[src/rtl/ddr_out_serialiser_pkg.sv]
// Shared constants and sizing helpers for the DDR/SDR lane serialiser.
package ddr_out_serialiser_pkg;

  localparam logic MODE_DDR = 1'b1;
  localparam logic MODE_SDR = 1'b0;

  function automatic int beat_count(input int w_word, input int w_lanes);
    return w_word / w_lanes;
  endfunction

  // One extra bit so the counter can hold the full beat count of a fresh word.
  function automatic int cnt_width(input int beats);
    return $clog2(beats) + 1;
  endfunction

endpackage

[src/rtl/cell_ddr_out.sv]
// Single-bit DDR output cell: dp shown during the high phase, dn during the low phase.
module cell_ddr_out #(
  parameter logic RESET_VALUE = 1'b0
) (
  input  logic clk,
  input  logic rst_n,
  input  logic dp,
  input  logic dn,
  output logic q
);

  logic dp_r;
  logic dn_r;

  // Capture both phase values together on the rising edge.
  always_ff @(posedge clk or negedge rst_n) begin
    if (!rst_n) begin
      dp_r <= RESET_VALUE;
      dn_r <= RESET_VALUE;
    end else begin
      dp_r <= dp;
      dn_r <= dn;
    end
  end

  assign q = clk ? dp_r : dn_r;

endmodule

[src/rtl/ddr_out_serialiser.sv]
// Word-to-lane serialiser with a one-entry holding register feeding a beat shifter
// that drives one DDR output cell per lane.
module ddr_out_serialiser
  import ddr_out_serialiser_pkg::*;
#(
  parameter int                 W_LANES    = 4,
  parameter int                 W_WORD     = 32,
  parameter logic [W_LANES-1:0] IDLE_VALUE = '0
) (
  input  logic               clk,
  input  logic               rst_n,
  input  logic               cfg_ddr,
  input  logic               cfg_msb_first,
  input  logic               in_valid,
  output logic               in_ready,
  input  logic [W_WORD-1:0]  in_data,
  output logic [W_LANES-1:0] out_q,
  output logic [W_LANES-1:0] out_oe,
  output logic               busy
);

  localparam int             BEATS    = beat_count(W_WORD, W_LANES);
  localparam int             CW       = cnt_width(BEATS);
  localparam logic [CW-1:0]  CNT_FULL = CW'(BEATS);
  localparam logic [CW-1:0]  CNT_ZERO = CW'(0);
  localparam logic [CW-1:0]  CNT_ONE  = CW'(1);
  localparam logic [CW-1:0]  CNT_TWO  = CW'(2);

  if (W_LANES < 1 || W_LANES > 8) begin : g_bad_lanes
    $error("ddr_out_serialiser: W_LANES must be in 1..8");
  end
  if (W_WORD % (2 * W_LANES) != 0) begin : g_bad_word
    $error("ddr_out_serialiser: W_WORD must be a multiple of 2*W_LANES");
  end

  logic               hold_valid_r;
  logic [W_WORD-1:0]  hold_data_r;
  logic               hold_ddr_r;
  logic               hold_msb_r;

  logic [W_WORD-1:0]  sr_r;
  logic [CW-1:0]      sr_cnt_r;
  logic               sr_ddr_r;
  logic               sr_msb_r;
  logic               oe_r;

  logic               sr_active_s;
  logic               sr_last_s;
  logic               accept_s;
  logic               load_s;
  logic [CW-1:0]      step_s;
  logic [W_LANES-1:0] beat0_s;
  logic [W_LANES-1:0] beat1_s;
  logic [W_LANES-1:0] dp_s;
  logic [W_LANES-1:0] dn_s;

  assign sr_active_s = (sr_cnt_r != CNT_ZERO);
  assign accept_s    = in_valid && !hold_valid_r;
  // Reloading on the final cycle of a word is what makes back-to-back words gapless.
  assign load_s      = hold_valid_r && (!sr_active_s || sr_last_s);

  // Per-cycle beat advance and final-cycle detection for the word in the shifter.
  always_comb begin
    if (sr_ddr_r == MODE_DDR) begin
      step_s    = CNT_TWO;
      sr_last_s = (sr_cnt_r == CNT_TWO);
    end else begin
      step_s    = CNT_ONE;
      sr_last_s = (sr_cnt_r == CNT_ONE);
    end
  end

  // Pick the next two beats from the end of the shifter that matches the beat order.
  always_comb begin
    if (sr_msb_r) begin
      beat0_s = sr_r[W_WORD-1 -: W_LANES];
      beat1_s = sr_r[W_WORD-W_LANES-1 -: W_LANES];
    end else begin
      beat0_s = sr_r[W_LANES-1:0];
      beat1_s = sr_r[2*W_LANES-1 -: W_LANES];
    end
  end

  // Cell phase inputs: idle level when empty, beat pair in DDR, repeated beat in SDR.
  always_comb begin
    if (!sr_active_s) begin
      dp_s = IDLE_VALUE;
      dn_s = IDLE_VALUE;
    end else if (sr_ddr_r == MODE_DDR) begin
      dp_s = beat0_s;
      dn_s = beat1_s;
    end else begin
      dp_s = beat0_s;
      dn_s = beat0_s;
    end
  end

  // Holding register: filled by the input handshake, emptied by a shifter load.
  always_ff @(posedge clk or negedge rst_n) begin
    if (!rst_n) begin
      hold_valid_r <= 1'b0;
      hold_data_r  <= '0;
      hold_ddr_r   <= MODE_SDR;
      hold_msb_r   <= 1'b0;
    end else if (accept_s) begin
      hold_valid_r <= 1'b1;
      hold_data_r  <= in_data;
      hold_ddr_r   <= cfg_ddr;
      hold_msb_r   <= cfg_msb_first;
    end else if (load_s) begin
      hold_valid_r <= 1'b0;
    end
  end

  // Beat shifter with remaining-beat counter; mode bits are frozen per word.
  always_ff @(posedge clk or negedge rst_n) begin
    if (!rst_n) begin
      sr_r     <= '0;
      sr_cnt_r <= CNT_ZERO;
      sr_ddr_r <= MODE_SDR;
      sr_msb_r <= 1'b0;
    end else if (load_s) begin
      sr_r     <= hold_data_r;
      sr_cnt_r <= CNT_FULL;
      sr_ddr_r <= hold_ddr_r;
      sr_msb_r <= hold_msb_r;
    end else if (sr_active_s) begin
      sr_cnt_r <= sr_cnt_r - step_s;
      if (sr_msb_r) begin
        sr_r <= (sr_ddr_r == MODE_DDR) ? (sr_r << (2 * W_LANES)) : (sr_r << W_LANES);
      end else begin
        sr_r <= (sr_ddr_r == MODE_DDR) ? (sr_r >> (2 * W_LANES)) : (sr_r >> W_LANES);
      end
    end
  end

  // Output enable registered on the same edge the cells capture a beat.
  always_ff @(posedge clk or negedge rst_n) begin
    if (!rst_n) begin
      oe_r <= 1'b0;
    end else begin
      oe_r <= sr_active_s;
    end
  end

  for (genvar i = 0; i < W_LANES; i++) begin : g_lane
    cell_ddr_out #(
      .RESET_VALUE(IDLE_VALUE[i])
    ) u_cell (
      .clk  (clk),
      .rst_n(rst_n),
      .dp   (dp_s[i]),
      .dn   (dn_s[i]),
      .q    (out_q[i])
    );
  end

  assign in_ready = !hold_valid_r;
  assign out_oe   = {W_LANES{oe_r}};
  assign busy     = hold_valid_r || sr_active_s || oe_r;

endmodule

[config.mk]
export PLATFORM = sky130hd
export DESIGN_NAME = ddr_out_serialiser
export DESIGN_NICKNAME = d
export VERILOG_FILES = /design/src/rtl/ddr_out_serialiser_pkg.sv /design/src/rtl/cell_ddr_out.sv /design/src/rtl/ddr_out_serialiser.sv
export SDC_FILE = /design/constraint.sdc
export NUM_CORES = 1
export LEC_CHECK = 0
export ABC_CLOCK_PERIOD_IN_PS = 3500
export CORE_ASPECT_RATIO = 1.75
export CORE_MARGIN = 2
export CORE_UTILIZATION = 35
export DETAILED_ROUTE_END_ITERATION = 7
export HOLD_SLACK_MARGIN = 0.12
export PLACE_DENSITY = 0.51
export SETUP_SLACK_MARGIN = 0.4
export SYNTH_ARGS = -nofsm -noshare
export SYNTH_HDL_FRONTEND = slang
export SYNTH_SLANG_ARGS = --single-unit
[constraint.sdc]
create_clock -name clk -period 3.5 [get_ports clk]
set_input_delay 1.05 -clock clk [delete_from_list [all_inputs] [get_ports clk]]
set_output_delay 1.05 -clock clk [all_outputs]
set_load 0.02 [all_outputs]
[Yosys cells after proc, flatten, opt, wreduce, memory -nomap -nowiden]
Index checks and enable logic that the tools add are counted.
Word-level totals
  bits in registers: 82
  latch bits: 0
  bits in writable memories: 0
  bits in read-only memories: 0
  input bits: 37
  output and inout port bits: 10
  word-level logic and storage cells: 50
  memories kept: 0
Operators by class
  add/sub/neg operators: 1
  multipliers: 0
  div/mod/pow operators: 0
  $lt $le $gt $ge: 0
  eq/ne operators: 2
  shifts and indexed selects: 0
  muxes and demuxes: 20
  bitwise gates (word level): 0
  reductions and logical operators: 10
Operators with widths (number)
  $mux W32: 4
  $mux W28: 1
  $mux W4: 7
  $mux W1: 7
  $eq A4 B1 Y1 const B: 1
  $eq A4 B2 Y1 const B: 1
  $reduce_bool A2 Y1: 2
  $reduce_bool A4 Y1: 1
  $sub A4 B2 Y4: 1
  $logic_or A1 B1 Y1: 3
  $logic_and A1 B1 Y1: 2
  $logic_not A1 Y1: 2
  $mux W2: 1

[Logic depth before layout (Yosys ltp)]
  word-level depth: 6
  depth in mapped cells: 8
  gate-level depth less buffers: 5

[Cells and area by module]
A second synthesis with hierarchy kept.
Unflattened totals
  cell total of the unflattened synthesis: 319
  area, all modules: 4330.4 um^2
By module, submodules not included
  ddr_out_serialiser: times used 1, cells an instance 307, area an instance 4070.2 um^2, seq. area each 1851.8 um^2
  cell_ddr_out: times used 4, cells an instance 3, area an instance 65.1 um^2, seq. area each 50.0 um^2

==> flow_summary.ini <==
[worst_setup_path]
cpMaxStageDelayCell = mux2_2
crit_family = buffers and inverters
critPathMaxStageDelay_ns = 0.27
endpoint_kind = output port
reg2reg_slack_ns = 1.34
crit_chain = clkbuf_16 > clkbuf_16 > mux2_2 > buf_6
crit_required_ns = 2.45
critPathLaunchType = clock port
cp_max_fo = 2
crit_type = clk2out
arrival_ns = 2.43
crit_buf_inv = 3
critical_path.most_common_cell = clkbuf_16

[die]
rows = 53
start_util_pct = 36.0
die_area_um2 = 13400
fp.dieH_um = 151
die-width_um = 88.2
core_area_um2 = 12100
boundaryPins = 47

[sta]
finClkSkew_ns = 0.00511
slew-limit-headroom_pct = 46.9
hold_viol = 0
rsz0062_at_grt = yes
drv_slew = 0
finalSetupTns_ns = 0
finalSetupViolCount = 0
worst_pin_slew_ns = 0.797
worst_slack_ns = 0.0244

[detailed_routing]
met2_length_um = 5410
met1Wirelength_um = 4320
routed_wl_um = 10500
first_pass_iters = 4
drc_errors = 0
wl_met3_um = 396
drtIter0Drc = 205
routed.top_layer = met4
wl_per_cell_um = 19.8
via_per_inst = 5.54
drtAntennaViolNets = 0
num_vias = 2951

[grt]
grt_use_total_pct = 17.2
grt_pass1_wl_um = 16800
gr-total-overflow = 0
grt_start_max_net_pins = 55
antenna_found_initial = 0
grt_pass1_vias = 3072

[synthesis]
synth.distinct_cells = 41
synth_cells = 323
syn_nets = 363
synthTopCellsByArea = dfrtp_1 47%, mux2_2 11%, mux4_2 10%
ys.flop_type = dfrtp_1
async_reset_ff_share_pct = 100
yosys.area.top_type = dfrtp_1
netlist_area_um2 = 4340
ys_warn_count = 0
ys_ff_latch = 82
synth.most_common_cell = dfrtp_1
ys_top_cells_by_count = 82 x dfrtp_1, 44 x mux2_2, 21 x or3_1
synth-edff-count = 0
ys_seq_area_share_pct = 47.2
synth_top_area_share_pct = 47.2
syn_avg_cell_area_um2 = 13.4

[run]
drv_cap = 0

[layout]
seqCellArea_um2 = 2050
area_delta_synth_final_pct = 23.8
design_area_um2 = 5380
multi_input_area_um2 = 2070
drive_above_1_share_pct = 32.3
diodes = 0
filler_cell_count = 1142
final_util_pct = 44.6
layout.nets = 403

[power_and_ir_drop]
ir_drop_mv = 0.470
leakage_nw = 2.16
total_power_mw = 5.87
power_density_nw_per_um2 = 1090

[worst_hold_path]
hold_class = reg2reg

[clock_tree]
clk_latency_ns = 0.45
cts_hold_buf = 0
cts_tree = done
clk_pin_slew_ns = 0.06

[placed_design]
gp_congestion = 0.803
port_buffers = 46
dp_hpwl_um = 6980
place_ws_ns = -0.0763
place_area_um2 = 4910

[status]
run_status = complete, no violations
-- stage by stage --
| step | std cells | hold slack [ns] |
|---|---|---|
| 5_1_grt | 533 | 0.517 |
| 3_3_place_gp | 511 | 0.489 |
| 2_1_floorplan | 323 | 0.472 |
| 3_5_place_dp | 511 | 0.491 |
| 4_1_cts | 531 | 0.506 |
| 6_report | 533 | 0.502 |
-- repair_timing --
| item | CTS | global route |
|---|---|---|
| setup endpoints to repair | 5 | 5 |
| setup buffers | 0 | 2 |
| gates resized for setup | 25 | 1 |
| hold endpoints to repair | 0 | 0 |
| pin swaps | 0 | 0 |
-- final cells by class --
type | instances | share of cell area [%]
Clock buffer | 19 | 7.40
Inverter | 6 | 0.419
Tap cell | 165 | 3.84
Clock inverter | 5 | 1.86
Multi-Input combinational cell | 201 | 38.5
Timing Repair Buffer | 55 | 9.79
Sequential cell | 82 | 38.2
-- metal layers --
metal  track usage (%)  up-vias
li1                  -     1337
met1              20.8     1512
met2              27.3       77
met3              4.63       25
met4              10.1        0
met5                 0        -
-- path summary, 6_finish.rpt --
kind                                        startpoint  cells past startpoint                          end
max                                                clk                      4                     out_q[0]
min reg2reg                hold_data_r[27]$_DFFE_PN0P_                      1  hold_data_r[27]$_DFFE_PN0P_
min in group asynchronous                        rst_n                      1   hold_data_r[7]$_DFFE_PN0P_
max reg2reg                   hold_valid_r$_DFFE_PN0P_                      4         sr_r[17]$_DFFE_PN0P_
max in group asynchronous                        rst_n                      2      sr_cnt_r[2]$_DFFE_PN0P_
min                        hold_data_r[27]$_DFFE_PN0P_                      1  hold_data_r[27]$_DFFE_PN0P_
-- flip-flops by register name, indices dropped and copies added, names as in the netlist --
| name | flops |
|---|---|
| sr_ddr_r | 1 |
| g_lane.u_cell.dn_r | 4 |
| oe_r | 1 |
| sr_cnt_r | 4 |
| hold_valid_r | 1 |
| hold_ddr_r | 1 |
| sr_r | 32 |
| hold_data_r | 32 |
| hold_msb_r | 1 |
| sr_msb_r | 1 |
| g_lane.u_cell.dp_r | 4 |
-- cell families after synthesis --
family	Yosys count	share of synthesized area [%]
multiplexers	80	25.5
buffers and inverters	40	5.27
flip-flops	82	47.2
AND/OR/NAND/NOR	58	8.21
AO/OA/AOI/OAI	59	12.6
XOR/XNOR	1	0.202
adder cells (fa/ha/maj)	3	1.04
-- power by group --
group	internal, mW	total [mW]	switching (mW)
Combinational	1.35	2.49	1.14
Clock	1.03	1.53	0.499
Sequential	1.43	1.85	0.421
-- cells in the final DEF (no fill, tap or decap), types with 8 or more instances in the layout --
cell type | synthesis | final
buf_4 | 11 | 13
clkbuf_16 | 0 | 13
clkdlybuf4s50_1 | 0 | 40
dfrtp_1 | 82 | 80
mux2_2 | 44 | 44
mux2i_1 | 16 | 16
mux4_2 | 20 | 20
nor2_1 | 9 | 9
o221a_1 | 12 | 12
o221a_2 | 8 | 8
o2bb2ai_1 | 9 | 9
or3_1 | 21 | 21
(Power assumes the default switching activity.)
